[src/rtl/func_lut_eval.sv]
// Programmable N-input boolean function unit: a registered truth-table lookup behind
// valid/ready handshakes, with a serial MSB-first table reload path.
module func_lut_eval #(
    parameter int unsigned            N_IN        = 4,
    parameter logic [2**N_IN-1:0]     RESET_TABLE = 16'hFF7C,
    parameter int unsigned            CNT_W       = 16
) (
    input  logic             clk,
    input  logic             rst_n,
    input  logic             cfg_start,
    input  logic             cfg_valid,
    input  logic             cfg_bit,
    output logic             cfg_done,
    output logic             loading,
    input  logic             in_valid,
    output logic             in_ready,
    input  logic [N_IN-1:0]  in_vec,
    output logic             out_valid,
    input  logic             out_ready,
    output logic             out_g,
    output logic [CNT_W-1:0] eval_count
);

    localparam int unsigned W = 2 ** N_IN;
    localparam logic [N_IN-1:0] LAST_IDX = N_IN'(W - 1);

    if (N_IN < 1 || N_IN > 6) begin : gen_bad_n_in
        $error("func_lut_eval: N_IN must be in 1..6");
    end

    typedef enum logic [0:0] {StRun, StLoad} state_e;

    state_e            state_q;
    logic [W-1:0]      active_q;
    logic [W-1:0]      shadow_q;
    logic [N_IN-1:0]   bit_cnt_q;
    logic              out_valid_q;
    logic              out_g_q;
    logic              cfg_done_q;
    logic [CNT_W-1:0]  eval_count_q;
    logic              accept;

    // A held result blocks new input; LOAD blocks input entirely.
    assign in_ready   = (state_q == StRun) && (!out_valid_q || out_ready);
    assign accept     = in_valid && in_ready;
    assign loading    = (state_q == StLoad);
    assign out_valid  = out_valid_q;
    assign out_g      = out_g_q;
    assign cfg_done   = cfg_done_q;
    assign eval_count = eval_count_q;

    always_ff @(posedge clk or negedge rst_n) begin
        if (!rst_n) begin
            state_q      <= StRun;
            active_q     <= RESET_TABLE;
            shadow_q     <= '0;
            bit_cnt_q    <= '0;
            out_valid_q  <= 1'b0;
            out_g_q      <= 1'b0;
            cfg_done_q   <= 1'b0;
            eval_count_q <= '0;
        end else begin
            cfg_done_q <= 1'b0;

            if (accept) begin
                out_g_q      <= active_q[in_vec];
                out_valid_q  <= 1'b1;
                eval_count_q <= eval_count_q + CNT_W'(1);
            end else if (out_ready) begin
                out_valid_q <= 1'b0;
            end

            unique case (state_q)
                StRun: begin
                    // Only start a load once the output stage is empty.
                    if (cfg_start && !out_valid_q) begin
                        state_q   <= StLoad;
                        bit_cnt_q <= '0;
                        shadow_q  <= '0;
                    end
                end
                StLoad: begin
                    if (cfg_start) begin
                        bit_cnt_q <= '0;
                        shadow_q  <= '0;
                    end else if (cfg_valid) begin
                        shadow_q <= {shadow_q[W-2:0], cfg_bit};
                        if (bit_cnt_q == LAST_IDX) begin
                            active_q   <= {shadow_q[W-2:0], cfg_bit};
                            cfg_done_q <= 1'b1;
                            bit_cnt_q  <= '0;
                            state_q    <= StRun;
                        end else begin
                            bit_cnt_q <= bit_cnt_q + N_IN'(1);
                        end
                    end
                end
                default: state_q <= StRun;
            endcase
        end
    end

endmodule
[config.mk]
export PLATFORM = sky130hd
export DESIGN_NAME = func_lut_eval
export DESIGN_NICKNAME = d
export VERILOG_FILES = /design/src/rtl/func_lut_eval.sv
export SDC_FILE = /design/constraint.sdc
export NUM_CORES = 1
export LEC_CHECK = 0
export CAP_MARGIN = 0
export CORE_MARGIN = 2
export CORE_UTILIZATION = 50
export CTS_CLUSTER_SIZE = 14
export DETAILED_ROUTE_END_ITERATION = 16
export GPL_TIMING_DRIVEN = 0
export PLACE_DENSITY = 0.79
export SYNTH_ARGS = -nofsm -noshare
export SYNTH_HDL_FRONTEND = slang
export SYNTH_SLANG_ARGS = --single-unit
[constraint.sdc]
create_clock -name clk -period 2 [get_ports clk]
set_clock_uncertainty 0.2 [all_clocks]
set_input_delay 0.5 -clock clk [delete_from_list [all_inputs] [get_ports clk]]
set_output_delay 0.5 -clock clk [all_outputs]
set_load 0.05 [all_outputs]
==> impl_metrics.json <==
{
  "coreArea_sq_um": 4750,
  "end_kind": "output pin",
  "crit_family": "buffers and inverters",
  "period_share": 0.982,
  "drive_gt1_frac": 0.245,
  "slew-limit-headroom": 0.627,
  "crit_fanout": 4,
  "clock-sinks": 55,
  "die_h_microns": 74.6,
  "wire_per_inst_microns": 14.1,
  "setup_viol": 0,
  "leakage_uw": 0.00148,
  "final_nets": 273,
  "fp-row-count": 25,
  "yosys.cell_types.count": 38,
  "num_antenna_cells": 0,
  "nFillCells": 393,
  "ir_drop_mv": 0.420,
  "htree_levels": 2,
  "clock.fmax_mhz": 509,
  "io_pins": 32,
  "reg2reg_depth": 5,
  "hp-class": "reg2reg",
  "cts.path.max_buffers": 2,
  "critPathRequiredTime_ps": 1300,
  "crit_slowest_cell": "dlygate4sd2_1",
  "reg2reg_slack_ps": 140,
  "grt_start_max_net_pins": 32,
  "fin_area_sq_um": 2970,
  "path_class": "reg2out",
  "crit_cells": 1,
  "finalHoldViolations": 0,
  "dpl_cell_area_sq_um": 2890,
  "drtAntennaViolNets": 0,
  "ys_ff_latch": 55,
  "fp.dieArea_sq_um": 5560,
  "outcome": "completed",
  "grt_use_met3": 0.0407,
  "slowest_delay_ps": 540,
  "grt_usage": 0.190,
  "totalWireLength_microns": 4640,
  "reg2reg_from": "bit_cnt_q[0]",
  "arrival_ps": 1260,
  "crit_buf_inv": 1,
  "slew_viol_final": 0,
  "drc_errors": 0,
  "crit_start": "eval_count[8]",
  "final_util": 0.626,
  "drtIter0Drc": 89,
  "grt_use_met1": 0.238,
  "syn-mean-instance-area_sq_um": 11.4,
  "worstMarginPinSlew_ps": 559,
  "cts_root_buf": "clkbuf_8",
  "clkLatencyLatePin_ps": 310,
  "crit_chain": "dlygate4sd2_1",
  "synth_area_sq_um": 2490,
  "met2_usage": 0.325,
  "synthTopCellsByArea": "dfrtp_1, dfstp_2, mux2_2",
  "via_count": 1711,
  "portBuffers": 30,
  "r2r-end": "active_q[1]",
  "dr.pass1.iters": 6,
  "antenna_found_initial": 0,
  "cts-buffers-inserted": 5,
  "die_w_microns": 74.6,
  "path_clk_slew_ps": 90,
  "endpoint": "eval_count[8]",
  "syn_nets": 232,
  "viasPerCell": 5.22,
  "dp_hpwl_microns": 3290,
  "drv_cap": 0,
  "busiest_layer": "met2",
  "cts_tree": "done",
  "yosysTopAreaCell": "dfrtp_1",
  "power_density_nw_per_um2": 645,
  "cp-start-kind": "register",
  "area_growth_pct": 19.5,
  "grt_pass1_wl_microns": 8000,
  "totalPowerFinal_uw": 1920,
  "place.gp.congestion": 0.816,
  "timing.final.crit_period_ps": 1960,
  "rsz0062_at_grt": "false",
  "yosysWarnings": 0,
  "synth_top_area_share": 0.422,
  "ys_seq_area_frac": 0.560,
  "start_util": 0.523,
  "syn_inst": 219,
  "gr-total-overflow": 0,
  "grt_pass1_vias": 1782
}
==> worst min path at each step <==
stage | start | end | slack, ps | cells after the start
4_1_cts | eval_count[15] | eval_count[15] | 270 | 1
3_3_place_gp | shadow_q[14] | shadow_q[14] | 250 | 2
3_5_place_dp | eval_count[15] | eval_count[15] | 260 | 1
6_report | eval_count[15] | eval_count[15] | 260 | 1
5_1_grt | eval_count[15] | eval_count[15] | 300 | 1
2_1_floorplan | rst_n | active_q[0] | 4 | 0
==> report_power, final <==
| group | internal (uW) | switching (uW) |
|---|---|---|
| combinational | 64.1 | 119 |
| clock | 249 | 326 |
| sequential | 1140 | 25.6 |
==> what timing repair did <==
item	in CTS	in global routing
resized for setup	35	11
buffers inserted	2	0
hold buffers	1	0
endpoints found under the setup margin	30	8
pin swaps	2	0
hold endpoints to repair	22	0
==> sequential cells by signal, indices dropped and copies added, names as in the netlist <==
register    count
shadow_q       15
cfg_done        1
loading         1
active_q       16
out_g           1
bit_cnt_q       4
out_valid       1
eval_count     16
==> placed cells by master, fill, tap and decap left out, types with 3 or more instances in the layout <==
master	netlist	final
nand3_1	25	25
nand4_1	4	4
dfrtp_1	42	42
xnor2_1	7	7
nand2_1	45	45
dfstp_2	13	13
clkbuf_2	0	4
xor2_1	8	8
o21ai_0	4	4
mux2i_1	4	4
mux2_2	16	16
clkbuf_8	0	5
nor2_1	4	4
buf_2	3	4
clkbuf_1	0	3
nor3_1	7	7
dlygate4sd2_1	0	12
clkdlybuf4s15_1	0	4
clkdlybuf4s50_1	0	7
buf_4	2	4
==> synth_stat cells <==
cell,count
a21oi_1,2
a21o_1,1
nand4_4,1
nor2_1,4
inv_1,2
buf_6,2
and4_1,2
mux2i_1,4
o211ai_1,1
o31ai_1,1
nand2_1,45
dfstp_2,13
dfrtp_1,42
a31o_2,1
and3_1,2
and2_1,1
o21ai_0,4
mux4_2,2
nand4_1,4
buf_4,2
nor3_1,7
nor3b_1,1
mux2_2,16
nand2b_4,1
nand2b_1,3
nor2_4,1
a22o_1,2
a22oi_2,1
inv_2,1
buf_2,3
xor2_1,8
nand3_1,25
nand3b_1,2
xnor2_1,7
and2_2,1
nor2_2,1
ha_1,2
nor4_2,1
==> kinds of logic (layout without fill, tap and decap cells) <==
family                     after synthesis  in the layout  share of synthesized area
muxes                                   22             22                      0.107
buffers and inverters                   10             52                     0.0256
AOI/OAI and AO/OA                       13             13                     0.0367
and+or+nand+nor                        102            102                      0.209
DFF                                     55             55                      0.560
xor gates and xnor gates                15             15                     0.0528
adders and majority gates                2              2                     0.0101
==> stage by stage <==
step | setup WS, ps | hold slack (ps) | setup TNS, ps | std cells
detailed placement | -857 | 256 | -9580 | 317
finish | 36.3 | 264 | 0 | 328
global placement | -1380 | 247 | -76080 | 316
global route | 0.725 | 297 | 0 | 328
floorplan | 2.74 | 4.41 | 0 | 219
CTS | -13.4 | 268 | -13.4 | 328
==> metal layers <==
metal	share of wire	vias to the layer above
met5	0	-
met4	0.016	0
met3	0.041	6
met2	0.48	38
met1	0.46	832
li1	-	835
==> final cells by class <==
| cell class | count | area [sq um] | share of cell area |
|---|---|---|---|
| inverter | 3 | 11.3 | 0.00379 |
| tap | 67 | 83.8 | 0.0282 |
| buffer | 7 | 52.6 | 0.0177 |
| timing repair buffer | 34 | 312 | 0.105 |
| multi-input combinational | 154 | 1040 | 0.350 |
| sequential | 55 | 1390 | 0.468 |
| clock buffer | 8 | 80.1 | 0.0269 |
Power figures use the tool's default switching activity.
